## src/rtl/signal_conditioner.sv

```systemverilog
// Multi-lane conditioner for slow control/status bits: per-lane delay chain and
// edge detector feeding an output stage selected by a registered global mode.
module signal_conditioner #(
    parameter int unsigned NumChannels   = 4,
    parameter int unsigned Depth         = 2,
    parameter int unsigned StretchCycles = 4
) (
    input  logic                   clk_i,
    input  logic                   rst_ni,
    input  logic                   clear_i,
    input  logic [1:0]             mode_i,
    input  logic [NumChannels-1:0] sig_i,
    output logic [NumChannels-1:0] sig_o,
    output logic [NumChannels-1:0] busy_o
);

    localparam int unsigned CntW = (StretchCycles > 1) ? $clog2(StretchCycles) : 1;
    localparam logic [CntW-1:0] CntLoad = CntW'(StretchCycles - 1);

    typedef enum logic [1:0] {
        ModeDelay   = 2'd0,
        ModeEdge    = 2'd1,
        ModeStretch = 2'd2,
        ModeToggle  = 2'd3
    } mode_e;

    mode_e                  mode_q, mode_d;
    logic [NumChannels-1:0] dly_q [Depth];
    logic [NumChannels-1:0] prev_q;
    logic [NumChannels-1:0] q_q, q_d;
    logic [NumChannels-1:0] busy_q, busy_d;
    logic [CntW-1:0]        cnt_q [NumChannels];
    logic [CntW-1:0]        cnt_d [NumChannels];
    logic [NumChannels-1:0] s;
    logic [NumChannels-1:0] rise;
    logic                   flush;

    assign s     = dly_q[Depth-1];
    assign rise  = s & ~prev_q;
    // A mode change flushes the output stage exactly like a clear.
    assign flush = clear_i | (mode_i != mode_q);

    always_comb begin
        mode_d = mode_e'(mode_i);
        q_d    = q_q;
        busy_d = '0;
        for (int c = 0; c < NumChannels; c++) begin
            cnt_d[c] = cnt_q[c];
        end
        for (int c = 0; c < NumChannels; c++) begin
            if (flush) begin
                q_d[c]   = 1'b0;
                cnt_d[c] = '0;
            end else begin
                case (mode_q)
                    ModeDelay: begin
                        q_d[c]   = s[c];
                        cnt_d[c] = '0;
                    end
                    ModeEdge: begin
                        q_d[c]   = rise[c];
                        cnt_d[c] = '0;
                    end
                    ModeStretch: begin
                        // A retrigger reloads the full window with no low gap.
                        if (rise[c]) begin
                            q_d[c]   = 1'b1;
                            cnt_d[c] = CntLoad;
                        end else if (cnt_q[c] != '0) begin
                            q_d[c]   = 1'b1;
                            cnt_d[c] = cnt_q[c] - CntW'(1);
                        end else begin
                            q_d[c]   = 1'b0;
                        end
                    end
                    ModeToggle: begin
                        if (rise[c]) begin
                            q_d[c] = ~q_q[c];
                        end
                        cnt_d[c] = '0;
                    end
                    default: begin
                        q_d[c]   = 1'b0;
                        cnt_d[c] = '0;
                    end
                endcase
            end
            busy_d[c] = (cnt_d[c] != '0);
        end
    end

    always_ff @(posedge clk_i or negedge rst_ni) begin
        if (!rst_ni) begin
            mode_q <= ModeDelay;
            prev_q <= '0;
            q_q    <= '0;
            busy_q <= '0;
            for (int unsigned k = 0; k < Depth; k++) begin
                dly_q[k] <= '0;
            end
            for (int c = 0; c < NumChannels; c++) begin
                cnt_q[c] <= '0;
            end
        end else begin
            mode_q   <= mode_d;
            prev_q   <= s;
            q_q      <= q_d;
            busy_q   <= busy_d;
            dly_q[0] <= sig_i;
            for (int unsigned k = 1; k < Depth; k++) begin
                dly_q[k] <= dly_q[k-1];
            end
            for (int c = 0; c < NumChannels; c++) begin
                cnt_q[c] <= cnt_d[c];
            end
        end
    end

    assign sig_o  = q_q;
    assign busy_o = busy_q;

endmodule
```

## config.mk

```make
export PLATFORM = sky130hd
export DESIGN_NAME = signal_conditioner
export DESIGN_NICKNAME = d
export VERILOG_FILES = /design/src/rtl/signal_conditioner.sv
export SDC_FILE = /design/constraint.sdc
export NUM_CORES = 1
export LEC_CHECK = 0
export BUFFER_PORTS_ARGS = -buffer_cell sky130_fd_sc_hd__buf_2
export CORE_MARGIN = 1.5
export CORE_UTILIZATION = 50
export DETAILED_ROUTE_END_ITERATION = 6
export PLACE_DENSITY_LB_ADDON = 0.05
export SLEW_MARGIN = 15
export SYNTH_ARGS = -nofsm -noshare
export SYNTH_HDL_FRONTEND = slang
export SYNTH_SLANG_ARGS = --single-unit
```

## constraint.sdc

```tcl
create_clock -name clk_i -period 1.47 [get_ports clk_i]
set_clock_uncertainty 0.15 [all_clocks]
set_input_delay 0.294 -clock clk_i [delete_from_list [all_inputs] [get_ports clk_i]]
set_output_delay 0.294 -clock clk_i [all_outputs]
set_load 0.03 [all_outputs]
```

* Yosys cells after proc, flatten, opt, wreduce, memory -nomap -nowiden
Index checks and enable logic that the tools add are counted.
** Word-level totals
- Register bits after elaboration :: 30
- Input port bits :: 9
- Output and inout bits :: 8
- Logic and storage cells :: 78
** Operators by class
- Add/subtract/negate cells :: 4
- Eq/ne operators :: 8
- Mux-type cells :: 36
- Bitwise logic cells :: 7
- Reductions and logical operators :: 10
** Operator list (number)
- $mux W2 :: 12
- $mux W1 :: 16
- $pmux W1 S4 :: 4
- $pmux W2 S2 :: 4
- $reduce_bool A2 Y1 :: 8
- $ne A3 B3 Y1 const B :: 4
- $sub A2 B1 Y2 const B :: 4
- $and A4 B4 Y4 :: 1
- $eq A2 B2 Y1 const B :: 2
- $not A1 Y1 :: 4
- $not A4 Y4 :: 1
- $reduce_or A3 Y1 :: 1
- $eq A2 B1 Y1 const B :: 1
- $logic_not A2 Y1 :: 1
- $ne A2 B2 Y1 :: 1
- $or A1 B1 Y1 :: 1

* Depth between registers and ports, before layout
- Depth in word-level cells :: 6
- Gate-level depth with buffers :: 5
- Mapped depth without buffers :: 4

* Worst setup path before layout
Ideal clock, no wire load.
- Path type :: register to register
- Start point :: register mode_q[1]
- End point :: register q_q[0], in the netlist sig_o[0]
- Library setup time :: 77 ps
- Data arrival time :: 1098 ps
- Required time :: 1243 ps
- Slack :: 144 ps
- Stages on the path, launching flop included :: 5
- Path buffers :: 1
- Period minus slack after synthesis :: 1326 ps
- Cells stage by stage :: dfrtp_1 buf_6 xor2_1 or3_4 a21oi_1
** On the way
- Word-level cells in the longest chain between the ends :: 3
- Elaborated cells between the ends (all ways) :: 9
- Those cells by class :: 5 x eq/ne; 2 x mux; 1 x bitwise; 1 x reduce/logical
** Ends and longest elaborated chain
- from (decl) :: RTL line 27 : mode_e mode_q, mode_d;
- from (signal assigned) :: RTL line 94 : mode_q <= ModeDelay;
- from (signal assigned) :: RTL line 105 : mode_q <= mode_d;
- $eq A2 B2 Y1 (tied with other cells) :: RTL line 55 : case (mode_q)
- $pmux W1 S4 / $or A1 B1 Y1 (equally long branches) :: RTL line 55, 41
- $mux W1 / $ne A3 B3 Y1 (equally long branches)
- to (signal assigned) :: RTL line 107 : q_q <= q_d;
- to (decl) :: RTL line 30 : logic [NumChannels-1:0] q_q, q_d;
Parallel ways exist; a longest one is shown, timed or not.
A chain may end at the register's enable or synchronous reset.

* Final worst setup path
- Start point :: register q_q[0], in the netlist sig_o[0]
- End point :: output port sig_o[0]
** RTL lines
- to (decl) :: RTL line 13 : output logic [NumChannels-1:0] sig_o,
No word-level cell between the ends.

==> results.yml <==
routing:
  drc: 0
  drt_wl_total_um: 2012
  postRouteAntennaNets: 0
  initialDrtViolationCount: 14
  detailroute.via_count: 832
  vias_per_cell: 4.923
  drt_pass1_iterations: 4
  wire_length_per_cell_um: 11.91
timing:
  finalSetupViolCount: 0
  fin_setup_tns_ns: 0
  final_hold_vio_count: 0
  minimum_period_implied_by_the_final_worst_setup_slack_ns: 1.365
  slew_viol_final: 0
  timing.hold.ws_ns: 0.1054
  fmax_mhz: 732.5
  relative_max_transition_margin_pct: 76.59
  period_share_pct: 92.87
  worst_pin_slew_ns: 0.3512
  grt_setup_unrepaired: "no"
critical_path:
  critical_path.cell_chain: "buf_2"
  worst-r2r-setup-slack_ns: 0.11
  worst-r2r-cell-count: 3
  cp_num_buf_inv: 1
  timing.critical_path.to_type: "primary output"
  maximum_fanout_along_the_worst_path: 3
  timing.setup.critical_path_class: "flop to primary output"
  critical_path_depth: 1
  cp_data_required_time_ns: 1.03
  rr_startpoint: "mode_q[1]$_DFF_PN0_"
  worstPathArrival_ns: 0.92
  crit_path_max_incr_delay_ns: 0.41
  startpoint_type: "flop"
  critPathTopFamily: "flip-flops"
  timing.rr.end: "sig_o[1]$_DFFE_PN0P_"
  crit_path_top_delay_cell: "sky130_fd_sc_hd__dfrtp_1"
clock_network:
  cts_tree: "done"
  cts_buffers: 5
  postCtsSetupBuffers: 0
  hold_bufs_at_cts: 7
  clock-root-buffer: "sky130_fd_sc_hd__clkbuf_4"
  cts_num_sinks: 30
  register_clock_pin_slew_on_the_reported_worst_setup_and_hold_paths_ns: 0.09
  clock_insertion_delay_worst_skew_ns: 0.33
  cts.htree.levels: 2
  post_cts_resize_count: 0
  clk_path_buf_depth: 2
finish:
  nets: 149
  area_growth_pct: 26.97
  insertedDiodeCount: 0
  layout-drive-gt1-share_pct: 27.66
  layout.cells.non_filler: 169
yosys:
  synth-seq-cells: 30
  synth_common_cells: "30 x sky130_fd_sc_hd__dfrtp_1, 16 x sky130_fd_sc_hd__a21oi_1, 9 x sky130_fd_sc_hd__nor2_1"
  syn_nets: 112
  synth_sequential_area_ratio_pct: 65.50
  synthesis.yosys.warnings: 0
  synthAdderAreaFrac_pct: 0
  syn-cell-area_um2: 1146
  yosysMostFrequentCell: "sky130_fd_sc_hd__dfrtp_1"
  yosys-mux-area-fraction_pct: 0
  synth_top_cells_by_area: "sky130_fd_sc_hd__dfrtp_1 66%, sky130_fd_sc_hd__a21oi_1 7.0%, sky130_fd_sc_hd__o21ai_0 3.5%, sky130_fd_sc_hd__nor2_1 2.9%, sky130_fd_sc_hd__a211oi_1 2.6%"
  post_synthesis_simple_gate_area_fraction_pct: 15.17
  dominant_combinational_cell_family_by_area_after_synthesis: "simple AND/OR/NAND/NOR gates"
  postSynth.asyncResetShare_pct: 100.0
  synth_top_cell_by_area: "sky130_fd_sc_hd__dfrtp_1"
  complex_gate_fraction_of_the_synthesized_area_pct: 13.10
  synthesis.area_per_instance_um2: 11.13
  synth.distinct_cells: 17
  synth-main-ff-cell: "sky130_fd_sc_hd__dfrtp_1"
  synth-edff-count: 0
  yosys.area.top_type_share_pct: 65.50
  post_synth_inst_count: 103
  post_synth_xor_area_fraction_pct: 1.528
floorplan:
  design.core.area_um2: 2191
  floorplan.initialDensity_pct: 52.31
  ioPinCount: 17
  rows: 17
  fp.dieW_um: 50.88
  die_h_um: 50.88
  dieArea_um2: 2588
outcome:
  outcome: "completed"
placed_design:
  routabilityCongestion: 0.6960
  numPortBuffers: 16
  hpwl_um: 1446
  post-place-cells: 154
grt:
  globalRouteMet3Util_pct: 5.556
  grt_overflow: 0
  grt_use_met2_pct: 31.36
  first_pass_grt_wire_length_um: 3484
  total_global_route_track_usage_pct: 19.44
  grt_antenna_before_repair: 0
  vias_in_the_first_global_route: 824
  met1_capacity_usage_during_global_routing_pct: 22.33
  grt.busiest_layer: "met2"
  grt_max_degree: 17
pwr:
  leakagePower_nw: 0.7252
  worst_ir_drop_vdd_v: 0.0006138
  p_per_area_nw_per_um2: 1030
hold_path:
  hold_path_startpoint: "clear_i"
  holdPathStages: 3
  min_to: "sig_o[0]$_DFFE_PN0P_"
  worstHoldPathType: "input port to flop"
run:
  cap_violations: 0
-- power breakdown --
group	total, W	switching, W	leakage [nW]	internal [W]
clock	0.000498	0.000267	0.0353	0.000231
combinational	0.000134	0.0000689	0.304	0.0000651
sequential	0.000866	0.0000167	0.386	0.000850
-- final cells by class --
cell class	instances	area, µm²
timing repair buffer	33	237.7
clock inverter	1	5.005
tap	28	35.03
sequential	30	750.7
fill	180	735.7
inverter	8	30.03
clock buffer	7	55.05
multi-input combinational	62	341.6
-- flip-flops by register name, indices dropped and copies added, names as in the netlist --
signal and count:
cnt_q 8, busy_o 4, dly_q 4, prev_q 4, s 4, sig_o 4, mode_q 2
-- layout by cell type (no fill, tap or decap) --
cell                            instances
sky130_fd_sc_hd__a211oi_1               4
sky130_fd_sc_hd__a21oi_1               16
sky130_fd_sc_hd__and3_2                 4
sky130_fd_sc_hd__buf_12                 1
sky130_fd_sc_hd__buf_2                 16
sky130_fd_sc_hd__buf_4                  9
sky130_fd_sc_hd__clkbuf_1               1
sky130_fd_sc_hd__clkbuf_4               5
sky130_fd_sc_hd__clkbuf_8               1
sky130_fd_sc_hd__clkinv_2               1
sky130_fd_sc_hd__dfrtp_1               30
sky130_fd_sc_hd__dlygate4sd3_1          7
sky130_fd_sc_hd__inv_1                  8
sky130_fd_sc_hd__nand2_1                8
sky130_fd_sc_hd__nand2b_1               4
sky130_fd_sc_hd__nand3_1                1
sky130_fd_sc_hd__nor2_1                 9
sky130_fd_sc_hd__nor2b_1                4
sky130_fd_sc_hd__nor2b_4                1
sky130_fd_sc_hd__o21ai_0                8
sky130_fd_sc_hd__or3_4                  1
sky130_fd_sc_hd__xor2_1                 2
-- per-layer routing --
metal  routed length, µm  vias up
li1                    -      414
met1                 838      396
met2                1030       17
met3                  90        5
met4                  53        0
met5                   0        -
-- worst max-delay path by stage --
| stage | from | to | slack [ns] |
|---|---|---|---|
| after global placement | mode_q[1]$_DFF_PN0_ | sig_o[1]$_DFFE_PN0P_ | 0.19 |
| after detailed placement | mode_q[1]$_DFF_PN0_ | sig_o[2]$_DFFE_PN0P_ | 0.13 |
| final | sig_o[0]$_DFFE_PN0P_ | sig_o[0] | 0.10 |
| after floorplan | mode_q[1]$_DFF_PN0_ | sig_o[0]$_DFFE_PN0P_ | 0.14 |
| after CTS | sig_o[2]$_DFFE_PN0P_ | sig_o[2] | 0.09 |
| after global routing | mode_q[1]$_DFF_PN0_ | cnt_q[3]$_DFF_PN0_ | 0.05 |
-- cell families (layout without fill, tap and decap cells) --
family	count (synthesis)	after routing
and+or+nand+nor	32	32
buffers and inverters	11	49
xor gates and xnor gates	2	2
DFF	30	30
AOI/OAI and AO/OA	28	28
-- stage by stage --
step           utilization [%]  setup slack (ns)  instance area (µm²)   power, W
3_5_place_dp             60.48            0.1314                 1325   0.001004
2_1_floorplan                -            0.1442                 1146  0.0009396
5_1_grt                  66.42           0.04526                 1455   0.001563
3_3_place_gp             60.48            0.1860                 1325   0.001000
4_1_cts                  66.42           0.08606                 1455   0.001525
6_report                 66.42            0.1048                 1455   0.001498
Note: power is estimated with default switching activity, not from simulation.
